===== src/rtl/beeper_pkg.sv =====
// Shared types for the beeper datapath: beeper operating modes and the
// state encoding of the alarm sequencer/arbiter that drives the beeper.
package beeper_pkg;

  typedef enum logic [2:0] {
    OFF        = 3'd0,
    ON         = 3'd1,
    TIME       = 3'd2,
    FORCE_ZERO = 3'd3,
    FORCE_ONE  = 3'd4
  } beeper_mode_t;

  typedef enum logic [2:0] {
    SEQ_IDLE  = 3'd0,
    SEQ_LOAD  = 3'd1,
    SEQ_START = 3'd2,
    SEQ_BEEP  = 3'd3,
    SEQ_GAP   = 3'd4,
    SEQ_DONE  = 3'd5
  } beeper_seq_state_t;

  localparam int unsigned TICK_W = 32;

  // Index width that stays legal for a single requester.
  function automatic int unsigned idx_w(input int unsigned n);
    return (n > 1) ? $clog2(n) : 1;
  endfunction

endpackage


===== src/rtl/beeper_seq_arb_if.sv =====
// Bundle between the alarm sources, the sequencer/arbiter and the beeper core.
//   req_i/phase_i/on_ticks_i/off_ticks_i/repeat_i : per-source pattern requests
//   grant_o/done_o/abort_o/busy_o                 : arbitration status
//   mode_o/osc_phase_o/osc_phase_wr_stb_o/
//   gen_time_o/timer_run_stb_o                    : beeper core controls
// slave is the sequencer side, master the requester/observer side.
interface beeper_seq_arb_if
  import beeper_pkg::*;
#(
  parameter int REQ_CNT = 4,
  parameter int CNT_W   = 8
);
  logic [REQ_CNT-1:0]              req_i;
  logic [REQ_CNT-1:0][TICK_W-1:0]  phase_i;
  logic [REQ_CNT-1:0][TICK_W-1:0]  on_ticks_i;
  logic [REQ_CNT-1:0][TICK_W-1:0]  off_ticks_i;
  logic [REQ_CNT-1:0][CNT_W-1:0]   repeat_i;
  logic [REQ_CNT-1:0]              grant_o;
  logic [REQ_CNT-1:0]              done_o;
  logic [REQ_CNT-1:0]              abort_o;
  logic                            busy_o;
  beeper_mode_t                    mode_o;
  logic [TICK_W-1:0]               osc_phase_o;
  logic                            osc_phase_wr_stb_o;
  logic [TICK_W-1:0]               gen_time_o;
  logic                            timer_run_stb_o;

  modport slave (
    input  req_i, phase_i, on_ticks_i, off_ticks_i, repeat_i,
    output grant_o, done_o, abort_o, busy_o, mode_o,
           osc_phase_o, osc_phase_wr_stb_o, gen_time_o, timer_run_stb_o
  );

  modport master (
    output req_i, phase_i, on_ticks_i, off_ticks_i, repeat_i,
    input  grant_o, done_o, abort_o, busy_o, mode_o,
           osc_phase_o, osc_phase_wr_stb_o, gen_time_o, timer_run_stb_o
  );
endinterface


===== src/rtl/beeper_prio_enc.sv =====
// Fixed-priority encoder: lowest set bit of req wins.
//   req    : request vector
//   onehot : one-hot winner (zero when no request)
//   idx    : binary index of the winner
//   any    : at least one request present
module beeper_prio_enc #(
  parameter int N     = 4,
  parameter int IDX_W = 2
) (
  input  logic [N-1:0]     req,
  output logic [N-1:0]     onehot,
  output logic [IDX_W-1:0] idx,
  output logic             any
);
  // Scanning downwards lets the lowest index overwrite higher ones.
  always_comb begin
    onehot = '0;
    idx    = '0;
    any    = 1'b0;
    for (int i = N - 1; i >= 0; i--) begin
      if (req[i]) begin
        onehot    = '0;
        onehot[i] = 1'b1;
        idx       = IDX_W'(i);
        any       = 1'b1;
      end
    end
  end
endmodule


===== src/rtl/beeper_seq_arb.sv =====
// Sequencer and fixed-priority, non-preemptive arbiter sharing one beeper
// among REQ_CNT alarm sources. Each granted source gets: phase load, then
// repeat x (TIME-mode beep of on_ticks, OFF gap of off_ticks), then done.
//   clk_i  : system clock
//   srst_i : synchronous active-high reset
//   bus    : request/status/beeper-control bundle (slave side)
module beeper_seq_arb
  import beeper_pkg::*;
#(
  parameter int REQ_CNT = 4,
  parameter int CNT_W   = 8
) (
  input  logic              clk_i,
  input  logic              srst_i,
  beeper_seq_arb_if.slave   bus
);
  localparam int IDX_W = int'(idx_w(REQ_CNT));

  beeper_seq_state_t   state;
  logic [REQ_CNT-1:0]  win_oh;
  logic [IDX_W-1:0]    win_idx;
  logic                win_any;
  logic [TICK_W-1:0]   on_lat;
  logic [TICK_W-1:0]   off_lat;
  logic [TICK_W-1:0]   tick_cnt;
  logic [CNT_W-1:0]    rem_cnt;
  logic                req_lost;

  function automatic logic [TICK_W-1:0] sat_tick(input logic [TICK_W-1:0] v);
    return (v == '0) ? TICK_W'(1) : v;
  endfunction

  function automatic logic [CNT_W-1:0] sat_cnt(input logic [CNT_W-1:0] v);
    return (v == '0) ? CNT_W'(1) : v;
  endfunction

  beeper_prio_enc #(.N(REQ_CNT), .IDX_W(IDX_W)) u_prio (
    .req    (bus.req_i),
    .onehot (win_oh),
    .idx    (win_idx),
    .any    (win_any)
  );

  // The served source has released its request line.
  assign req_lost = ((bus.req_i & bus.grant_o) == '0);

  // Pattern timing captured at grant; later input changes are ignored.
  always_ff @(posedge clk_i) begin
    if (state == SEQ_IDLE && win_any) begin
      on_lat  <= sat_tick(bus.on_ticks_i[win_idx]);
      off_lat <= sat_tick(bus.off_ticks_i[win_idx]);
    end
  end

  always_ff @(posedge clk_i) begin
    if (srst_i) begin
      state                  <= SEQ_IDLE;
      bus.grant_o            <= '0;
      bus.done_o             <= '0;
      bus.abort_o            <= '0;
      bus.busy_o             <= 1'b0;
      bus.mode_o             <= OFF;
      bus.osc_phase_o        <= '0;
      bus.osc_phase_wr_stb_o <= 1'b0;
      bus.gen_time_o         <= '0;
      bus.timer_run_stb_o    <= 1'b0;
      tick_cnt               <= '0;
      rem_cnt                <= '0;
    end else begin
      bus.done_o             <= '0;
      bus.abort_o            <= '0;
      bus.osc_phase_wr_stb_o <= 1'b0;
      bus.timer_run_stb_o    <= 1'b0;
      // Abort wins over every other transition, including the one into DONE.
      // Grant stays up through the abort cycle and is dropped from IDLE.
      if (state != SEQ_IDLE && state != SEQ_DONE && req_lost) begin
        state       <= SEQ_IDLE;
        bus.mode_o  <= OFF;
        bus.abort_o <= bus.grant_o;
        bus.busy_o  <= 1'b0;
      end else begin
        case (state)
          SEQ_IDLE: begin
            if (win_any) begin
              state                  <= SEQ_LOAD;
              bus.grant_o            <= win_oh;
              bus.busy_o             <= 1'b1;
              bus.osc_phase_o        <= bus.phase_i[win_idx];
              bus.osc_phase_wr_stb_o <= 1'b1;
              rem_cnt                <= sat_cnt(bus.repeat_i[win_idx]);
            end else begin
              bus.grant_o <= '0;
            end
          end
          SEQ_LOAD: begin
            state               <= SEQ_START;
            bus.mode_o          <= TIME;
            bus.gen_time_o      <= on_lat;
            bus.timer_run_stb_o <= 1'b1;
          end
          SEQ_START: begin
            state    <= SEQ_BEEP;
            tick_cnt <= on_lat;
          end
          SEQ_BEEP: begin
            if (tick_cnt <= TICK_W'(1)) begin
              state      <= SEQ_GAP;
              bus.mode_o <= OFF;
              tick_cnt   <= off_lat;
            end else begin
              tick_cnt <= tick_cnt - TICK_W'(1);
            end
          end
          SEQ_GAP: begin
            if (tick_cnt <= TICK_W'(1)) begin
              if (rem_cnt > CNT_W'(1)) begin
                rem_cnt             <= rem_cnt - CNT_W'(1);
                state               <= SEQ_START;
                bus.mode_o          <= TIME;
                bus.gen_time_o      <= on_lat;
                bus.timer_run_stb_o <= 1'b1;
              end else begin
                state      <= SEQ_DONE;
                bus.done_o <= bus.grant_o;
              end
            end else begin
              tick_cnt <= tick_cnt - TICK_W'(1);
            end
          end
          SEQ_DONE: begin
            state       <= SEQ_IDLE;
            bus.busy_o  <= 1'b0;
            bus.grant_o <= '0;
          end
          default: state <= SEQ_IDLE;
        endcase
      end
    end
  end
endmodule

===== src/flat_wrapper.sv =====
// flat-port wrapper written by rule: the top's interface ports become plain ports
module beeper_seq_arb_flat import beeper_pkg::*;
#(
  parameter int REQ_CNT = 4,
  parameter int CNT_W   = 8
)
  (clk_i, srst_i, bus_req_i, bus_phase_i, bus_on_ticks_i, bus_off_ticks_i, bus_repeat_i, bus_grant_o, bus_done_o, bus_abort_o, bus_busy_o, bus_mode_o, bus_osc_phase_o, bus_osc_phase_wr_stb_o, bus_gen_time_o, bus_timer_run_stb_o);
  beeper_seq_arb_if #(.REQ_CNT(REQ_CNT), .CNT_W(CNT_W)) bus_i ();
  input  logic clk_i;
  input  logic srst_i;
  input wire logic [$bits(bus_i.req_i)-1:0] bus_req_i;
  input wire logic [$bits(bus_i.phase_i)-1:0] bus_phase_i;
  input wire logic [$bits(bus_i.on_ticks_i)-1:0] bus_on_ticks_i;
  input wire logic [$bits(bus_i.off_ticks_i)-1:0] bus_off_ticks_i;
  input wire logic [$bits(bus_i.repeat_i)-1:0] bus_repeat_i;
  output wire logic [$bits(bus_i.grant_o)-1:0] bus_grant_o;
  output wire logic [$bits(bus_i.done_o)-1:0] bus_done_o;
  output wire logic [$bits(bus_i.abort_o)-1:0] bus_abort_o;
  output wire logic [$bits(bus_i.busy_o)-1:0] bus_busy_o;
  output wire logic [$bits(bus_i.mode_o)-1:0] bus_mode_o;
  output wire logic [$bits(bus_i.osc_phase_o)-1:0] bus_osc_phase_o;
  output wire logic [$bits(bus_i.osc_phase_wr_stb_o)-1:0] bus_osc_phase_wr_stb_o;
  output wire logic [$bits(bus_i.gen_time_o)-1:0] bus_gen_time_o;
  output wire logic [$bits(bus_i.timer_run_stb_o)-1:0] bus_timer_run_stb_o;
  assign bus_i.req_i = bus_req_i;
  assign bus_i.phase_i = bus_phase_i;
  assign bus_i.on_ticks_i = bus_on_ticks_i;
  assign bus_i.off_ticks_i = bus_off_ticks_i;
  assign bus_i.repeat_i = bus_repeat_i;
  assign bus_grant_o = bus_i.grant_o;
  assign bus_done_o = bus_i.done_o;
  assign bus_abort_o = bus_i.abort_o;
  assign bus_busy_o = bus_i.busy_o;
  assign bus_mode_o = bus_i.mode_o;
  assign bus_osc_phase_o = bus_i.osc_phase_o;
  assign bus_osc_phase_wr_stb_o = bus_i.osc_phase_wr_stb_o;
  assign bus_gen_time_o = bus_i.gen_time_o;
  assign bus_timer_run_stb_o = bus_i.timer_run_stb_o;
  beeper_seq_arb #(.REQ_CNT(REQ_CNT), .CNT_W(CNT_W)) u_core (.clk_i(clk_i), .srst_i(srst_i), .bus(bus_i));
endmodule

===== config.mk =====
export PLATFORM = sky130hd
export DESIGN_NAME = beeper_seq_arb_flat
export DESIGN_NICKNAME = d
export VERILOG_FILES = /design/src/rtl/beeper_pkg.sv /design/src/rtl/beeper_seq_arb_if.sv /design/src/rtl/beeper_prio_enc.sv /design/src/rtl/beeper_seq_arb.sv /design/src/flat_wrapper.sv
export SDC_FILE = /design/constraint.sdc
export NUM_CORES = 1
export LEC_CHECK = 0
export ABC_AREA = 1
export CORE_MARGIN = 3
export CORE_UTILIZATION = 30
export CTS_CLUSTER_DIAMETER = 50
export DETAILED_ROUTE_END_ITERATION = 16
export HOLD_SLACK_MARGIN = 0.06
export PLACE_DENSITY_LB_ADDON = 0.25
export REMOVE_ABC_BUFFERS = 1
export SLEW_MARGIN = 0
export SYNTH_ARGS = -nofsm -noshare
export SYNTH_HDL_FRONTEND = slang
export SYNTH_SLANG_ARGS = --single-unit

===== constraint.sdc =====
create_clock -name clk_i -period 11.15 [get_ports clk_i]
set_clock_uncertainty 0.15 [all_clocks]
set_input_delay 2.23 -clock clk_i [delete_from_list [all_inputs] [get_ports clk_i]]
set_output_delay 2.23 -clock clk_i [all_outputs]
set_load 0.05 [all_outputs]

==> impl_metrics.tcl, run 1 <==
set metrics [dict create \
    timing_hold_violations_final 0 \
    floorplan.rows 73 \
    timing.critical_path.fanout_max 92 \
    postSynthRegisterBits 187 \
    rr_startpoint "u_core.state[1]$_SDFFE_PP0P_" \
    global_route_wire_length_before_repair_mm 76.19 \
    post_synthesis_instance_area_um2 12180 \
    minimum_period_implied_by_the_final_worst_setup_slack_ns 5.903 \
    final_net_count 2791 \
    cellInternalPower_mw 2.188 \
    max_slew.worst_pin.slew_ns 1.073 \
    floorplan.die.width_um 207.5 \
    achievable_freq_ghz 0.1694 \
    switching_power_mw 2.278 \
    post_synth_inst_count 1944 \
    crit_path_start_kind "primary input" \
    endpoint_kind "flip-flop" \
    ys_seq_area_share_pct 35.99 \
    drt-wirelength-per-cell_um 16.89 \
    cts-buffers-inserted 17 \
    reg2reg_depth 8 \
    final_min_period_over_clock_period_pct 52.94 \
    drt-vias-per-instance 4.804 \
    worst_slew_margin_rel_pct 28.36 \
    port_buffers 501 \
    place_congestion 0.9192 \
    height_of_the_chip_um 207.5 \
    worstHoldStart "u_core.bus.gen_time_o[27]$_SDFFE_PP0P_" \
    initial_utilization_pct 30.52 \
    area_of_the_die_um2 43060 \
    outcome "completed" \
    synth_edf_count 64 \
    power.clock.fraction_pct 13.1 \
    worst-setup-path-type "primary input to flip-flop" \
    hold_class "flip-flop to flip-flop" \
    route.antenna.remaining_nets 0 \
    switching_share_pct 51.00 \
    setup_repair_after_global_routing_missed_its_margin "no" \
    maximum_clock_path_buffer_count 2 \
    synth_async_sr_flop_share_pct 0 \
    whs_path_depth 2 \
    timing.reg2reg.setup_slack_ns 8.19 \
    power.density_nw_per_um2 248.0 \
    whs_endpoint "u_core.bus.gen_time_o[27]$_SDFFE_PP0P_" \
    synth_flop_cell "sky130_fd_sc_hd__dfxtp_1" \
    most_frequent_cells_in_the_layout "sky130_fd_sc_hd__nand2_1, sky130_fd_sc_hd__clkdlybuf4s50_1, sky130_fd_sc_hd__nor2_1, sky130_fd_sc_hd__nand3_1, sky130_fd_sc_hd__inv_1" \
    post_cts.repair.setup_buffers 0 \
    maxCapViolCount 0 \
    avgSynthCellArea_um2 6.267 \
    gr-usage-all-layers_pct 22.11 \
    clk-insertion-delay-late_ns 0.45 \
    ys.warnings.count 0 \
    post_synth_num_cell_types 45 \
    numClockSinks 187 \
    count_of_instances_resized_after_the_clock_tree_is_built 0 \
    htreeDepth 4 \
    reg2reg_capture_point "u_core.bus.osc_phase_o[21]$_SDFFE_PP0P_" \
    max-vdd-ir-drop_v 0.0001654 \
    detail_route.first_pass.iterations 6 \
    seqPwrFrac_pct 27.3 \
    static-leakage-power_nw 7.907 \
    detailedRoute.firstIterationViolations 1029 \
    layout_setup_ws_ns 5.247 \
    pin_count 504 \
    placement.setup.worst_slack_ns 4.804 \
    arrival_ns 6.07 \
    setup-violations-final 0 \
    drive_gt1_share_pct 3.280 \
    routed_wl_mm 49.10 \
    critPathRequiredTime_ns 11.32 \
    drc 0 \
    setup-tns-final_ns 0 \
    cts_root_buffer "sky130_fd_sc_hd__clkbuf_16" \
    first_global_vias 13640 \
    dpl.hpwl_mm 37.05 \
    cts.hold.buffers_added 0 \
    tritoncts "built" \
    detailroute.via_count 13970 \
    grt_max_degree 152 \
    cts_clock_pin_slew_for_the_worst_setup_and_hold_paths_ns 0.07 \
    globalRouteOverflowTotal 0 \
    grt_antenna_before_repair 7 \
    placeableCoreArea_um2 39910 \
    mostFrequentLayoutCell "sky130_fd_sc_hd__nand2_1" \
    comb_power_share_pct 59.6 \
    final_max_slew_viol_count 0 \
    synthToLayoutAreaGrowth_pct 47.79 \
]
## critical path: stages
cell                              delay (ns)
sky130_fd_sc_hd__clkdlybuf4s50_1        0.50
sky130_fd_sc_hd__nor2_1                 0.33
sky130_fd_sc_hd__nand2_4                0.56
sky130_fd_sc_hd__inv_4                  0.64
sky130_fd_sc_hd__buf_4                  0.74
sky130_fd_sc_hd__nand3_1                0.16
sky130_fd_sc_hd__nand2_1                0.15
sky130_fd_sc_hd__nand2_1                0.07
sky130_fd_sc_hd__nor2_1                 0.11
sky130_fd_sc_hd__nand3_1                0.13
sky130_fd_sc_hd__nor2_1                 0.15
sky130_fd_sc_hd__nand2_1                0.06
sky130_fd_sc_hd__nand2_1                0.06
## kinds of logic (layout without fill, tap and decap cells)
kind of cell / Yosys count / after routing / synth area share [%]
xor gates and xnor gates: 23 / 23 / 1.653
AOI/OAI and AO/OA: 276 / 276 / 12.64
other: 1 / 7 / 0.03078
buffers and inverters: 306 / 739 / 10.31
DFF: 187 / 187 / 35.99
and+or+nand+nor: 1147 / 1147 / 38.96
adders and majority gates: 4 / 4 / 0.4108
## synth_stat cells, types with 2 or more instances
cell type                  instances  share of area (%)
sky130_fd_sc_hd__clkbuf_1         44                1.4
sky130_fd_sc_hd__nand3_1         202                8.3
sky130_fd_sc_hd__o211ai_1          5               0.31
sky130_fd_sc_hd__o21ai_0          78                3.2
sky130_fd_sc_hd__ha_1              4               0.41
sky130_fd_sc_hd__buf_1            10               0.31
sky130_fd_sc_hd__nand2_4           3               0.28
sky130_fd_sc_hd__xnor2_1           6               0.43
sky130_fd_sc_hd__o221ai_1          4               0.29
sky130_fd_sc_hd__inv_1           188                5.8
sky130_fd_sc_hd__o21bai_1          2               0.12
sky130_fd_sc_hd__nand4_1          10               0.51
sky130_fd_sc_hd__nand2_2           5               0.26
sky130_fd_sc_hd__inv_2             5               0.15
sky130_fd_sc_hd__buf_6             3               0.28
sky130_fd_sc_hd__o21ai_1          80                3.3
sky130_fd_sc_hd__nor2_4            2               0.18
sky130_fd_sc_hd__nand2_1         583                 18
sky130_fd_sc_hd__a21oi_1          70                2.9
sky130_fd_sc_hd__edfxtp_1         64                 16
sky130_fd_sc_hd__buf_4             6               0.37
sky130_fd_sc_hd__nand3_2           2               0.16
sky130_fd_sc_hd__or2_2             7               0.36
sky130_fd_sc_hd__dfxtp_1         123                 20
sky130_fd_sc_hd__o32ai_1          28                2.0
sky130_fd_sc_hd__o22ai_1           2               0.10
sky130_fd_sc_hd__nor2_2            5               0.26
sky130_fd_sc_hd__nor3_1           18               0.74
sky130_fd_sc_hd__nor2_1          301                9.3
sky130_fd_sc_hd__buf_2            48                2.0
sky130_fd_sc_hd__nand3b_1          6               0.37
sky130_fd_sc_hd__xor2_1           17                1.2
## how the worst max path moves through the flow
stage	from	endpoint	slack (ns)	cells past startpoint
detailed placement	bus_req_i[1]	u_core.off_lat[0]$_SDFFCE_PN1P_	4.80	13
CTS	bus_req_i[1]	u_core.off_lat[0]$_SDFFCE_PN1P_	5.27	13
global route	bus_req_i[1]	u_core.off_lat[0]$_SDFFCE_PN1P_	4.84	13
global placement	bus_req_i[1]	u_core.off_lat[0]$_SDFFCE_PN1P_	4.89	13
floorplan	bus_req_i[2]	u_core.bus.osc_phase_o[0]$_SDFFE_PP0P_	2.44	7
finish	bus_req_i[1]	u_core.off_lat[0]$_SDFFCE_PN1P_	5.25	13
## flip-flops by register name, summed over array words and instances (netlist names)
signal                         cells
u_core.off_lat                    32
u_core.bus.mode_o                  1
u_core.bus.grant_o                 4
u_core.bus.osc_phase_wr_stb_o      1
u_core.bus.done_o                  4
u_core.bus.busy_o                  1
u_core.bus.abort_o                 4
u_core.bus.timer_run_stb_o         1
u_core.on_lat                     32
u_core.rem_cnt                     8
u_core.bus.osc_phase_o            32
u_core.tick_cnt                   32
u_core.bus.gen_time_o             32
u_core.state                       3
## stage by stage
| step | util (%) | std cells | power [mW] | instance area, um^2 | hold WS (ns) |
|---|---|---|---|---|---|
| 2_1_floorplan | - | 1834 | 2.982 | 11660 | 0.3023 |
| 3_3_place_gp | 43.72 | 2871 | 3.856 | 17450 | 0.2827 |
| 3_5_place_dp | 43.72 | 2871 | 3.878 | 17450 | 0.2860 |
| 4_1_cts | 45.08 | 2903 | 4.485 | 17990 | 0.2976 |
| 5_1_grt | 45.11 | 2908 | 4.806 | 18000 | 0.3169 |
| 6_report | 45.11 | 2908 | 4.465 | 18000 | 0.2939 |
## layer usage
metal	vias to the layer above	share of wire, %	track usage (%)
met4	4	1.9	5.993
met1	6359	42	27.48
met3	53	6.5	5.561
li1	7078	-	-
met5	-	0.045	0
met2	475	49	38.16
## power groups by stage
stage	clock, mW	combinational [mW]	sequential, mW
3_5_place_dp	0	2.65	1.23
4_1_cts	0.602	2.66	1.22
2_1_floorplan	0	1.40	1.58
3_3_place_gp	0	2.63	1.22
5_1_grt	0.631	2.92	1.25
6_report	0.586	2.66	1.22
## area by class of cell
cell class	instances	area [um^2]
Clock buffer	19	432.9
Multi-Input combinational cell	1452	6580
Timing Repair Buffer	512	5092
Antenna cell	5	12.51
Inverter	195	737.0
Fill cell	4088	21910
Sequential cell	187	4384
Clock inverter	13	108.9
Tap cell	525	656.9
(Power assumes the default switching activity.)
==> run 2: changes to the inputs <==
clock period = 5.3 ns   (was 11.15 ns; I/O delays follow)
==> impl_metrics.tcl, run 2 (synthesized netlist as in run 1, its figures left out) <==
set metrics [dict create \
    post_cts.repair.setup_buffers 0 \
    initial_utilization_pct 30.52 \
    setup_repair_after_global_routing_missed_its_margin "no" \
    final_design_area_no_fill_um2 18180 \
    maxCapViolCount 0 \
    reg2reg_depth 12 \
    finalHoldWorstSlack_ns 0.2954 \
    timing.critical_path.fanout_max 90 \
    outcome "completed" \
    pin_count 504 \
    arrival_ns 3.96 \
    gr-usage-all-layers_pct 21.75 \
    drt-wirelength-per-cell_um 16.71 \
    final_core_utilization_pct 45.54 \
    clk-insertion-delay-late_ns 0.45 \
    endpoint_kind "flip-flop" \
    cellInternalPower_mw 4.706 \
    comb_power_share_pct 58.9 \
    worst_path_most_repeated_cell "sky130_fd_sc_hd__nand2_1" \
    dp_cells 2880 \
    global_route_wire_length_before_repair_mm 75.37 \
    final_net_count 2800 \
    whs_path_depth 2 \
    drc 0 \
    power.clock.fraction_pct 14.1 \
    detailedRoute.firstIterationViolations 956 \
    final_max_slew_viol_count 0 \
    max_slew.worst_pin.slew_ns 1.068 \
    most_frequent_cells_in_the_layout "sky130_fd_sc_hd__nand2_1, sky130_fd_sc_hd__clkdlybuf4s50_1, sky130_fd_sc_hd__nor2_1, sky130_fd_sc_hd__nand3_1, sky130_fd_sc_hd__inv_1" \
    cts.hold.buffers_added 0 \
    fin_cells 2917 \
    finalPower_mw 9.488 \
    timing.critical_path.slowest_cell_delay_ns 0.52 \
    cts_root_buffer "sky130_fd_sc_hd__clkbuf_16" \
    grt_antenna_before_repair 5 \
    numClockSinks 187 \
    maximum_clock_path_buffer_count 2 \
    worst-setup-path-type "primary input to flip-flop" \
    setup-violations-final 0 \
    count_of_instances_resized_after_the_clock_tree_is_built 0 \
    power.density_nw_per_um2 521.9 \
    mostFrequentLayoutCell "sky130_fd_sc_hd__nand2_1" \
    floorplan.die.width_um 207.5 \
    switching_share_pct 50.40 \
    cts_clock_pin_slew_for_the_worst_setup_and_hold_paths_ns 0.08 \
    synthToLayoutAreaGrowth_pct 49.21 \
    height_of_the_chip_um 207.5 \
    area_of_the_die_um2 43060 \
    max-vdd-ir-drop_v 0.0002970 \
    htreeDepth 4 \
    layout_setup_ws_ns 1.519 \
    achievable_freq_ghz 0.2645 \
    switching_power_mw 4.782 \
    detailroute.via_count 14090 \
    final_min_period_over_clock_period_pct 71.34 \
    dpl.hpwl_mm 37.25 \
    drive_gt1_share_pct 3.729 \
    hold_class "flip-flop to flip-flop" \
    detailed_place.area_um2 17570 \
    globalRouteOverflowTotal 0 \
    nFillCells 4089 \
    placeableCoreArea_um2 39910 \
    cts-buffers-inserted 17 \
    detail_route.first_pass.iterations 5 \
    critPathRequiredTime_ns 5.47 \
    place_congestion 0.9071 \
    placement.setup.worst_slack_ns 1.028 \
    drt-vias-per-instance 4.831 \
    first_global_vias 13810 \
    slowest_stage_cell_on_the_critical_path "sky130_fd_sc_hd__clkdlybuf4s50_1" \
    worst_slew_margin_rel_pct 28.83 \
    port_buffers 501 \
    grt_max_degree 102 \
    timing_hold_violations_final 0 \
    route.antenna.remaining_nets 0 \
    static-leakage-power_nw 8.003 \
    crit_path_start_kind "primary input" \
    floorplan.rows 73 \
    minimum_period_implied_by_the_final_worst_setup_slack_ns 3.781 \
    seqPwrFrac_pct 27.0 \
    tritoncts "built" \
    routed_wl_mm 48.74 \
    setup-tns-final_ns 0 \
    path_cells "clkdlybuf4s50_1 > inv_2 > nand2_1 > nand2_8 > buf_12 > nand2_1 > nand3_1 > nand2_1 > inv_1 > nor2_1 > nand3_1 > nor2_1 > nand2_1 > nand2_1" \
]
[run 2: changes by cell type in the layout (fill, tap and decap cells not counted)]
cell,delta
sky130_fd_sc_hd__buf_12,+4
sky130_fd_sc_hd__clkbuf_1,-2
sky130_fd_sc_hd__bufinv_16,+1
sky130_fd_sc_hd__clkinvlp_4,-2
sky130_fd_sc_hd__inv_8,+2
sky130_fd_sc_hd__clkinv_2,-2
sky130_fd_sc_hd__buf_4,+5
sky130_fd_sc_hd__clkbuf_8,+2
sky130_fd_sc_hd__clkinv_4,+1
[run 2: power groups by stage]
| stage | Clock, mW | Sequential [mW] | Combinational (mW) |
|---|---|---|---|
| after floorplan | 0 | 3.32 | 2.95 |
| after global placement | 0 | 2.58 | 5.50 |
| after detailed placement | 0 | 2.59 | 5.55 |
| after CTS | 1.36 | 2.56 | 5.59 |
| after global routing | 1.42 | 2.63 | 6.15 |
| final | 1.33 | 2.56 | 5.59 |
[run 2: per-layer routing]
layer	part of all wire [%]	GRT usage, %	up-vias
li1	-	-	7100
met1	41	26.39	6458
met2	51	38.85	486
met3	6.7	4.806	47
met4	1.6	5.805	0
met5	0	0	-
[run 2: critical path, delay by kind of cell]
family                 cells  cell delay [ns]
buffers and inverters      4             1.01
and+or+nand+nor           10             1.76
[run 2: path summary, 6_finish.rpt]
| kind | startpoint | endpoint | slack (ns) |
|---|---|---|---|
| min | u_core.bus.gen_time_o[15]$_SDFFE_PP0P_ | u_core.bus.gen_time_o[15]$_SDFFE_PP0P_ | 0.30 |
| max | bus_req_i[0] | u_core.on_lat[0]$_SDFFCE_PN1P_ | 1.52 |
| max reg2reg | u_core.tick_cnt[0]$_SDFFE_PP0P_ | u_core.bus.gen_time_o[5]$_SDFFE_PP0P_ | 1.82 |
| min reg2reg | u_core.bus.gen_time_o[15]$_SDFFE_PP0P_ | u_core.bus.gen_time_o[15]$_SDFFE_PP0P_ | 0.30 |
[run 2: cell type report]
type	count	area [um^2]	share of cell area (%)
antenna	5	12.51	0.06883
clock inverter	13	145.1	0.7984
timing repair buffer	521	5210	28.66
multi-input combinational	1452	6580	36.20
tap	525	656.9	3.613
clock buffer	19	452.9	2.492
sequential	187	4384	24.12
inverter	195	737.0	4.054
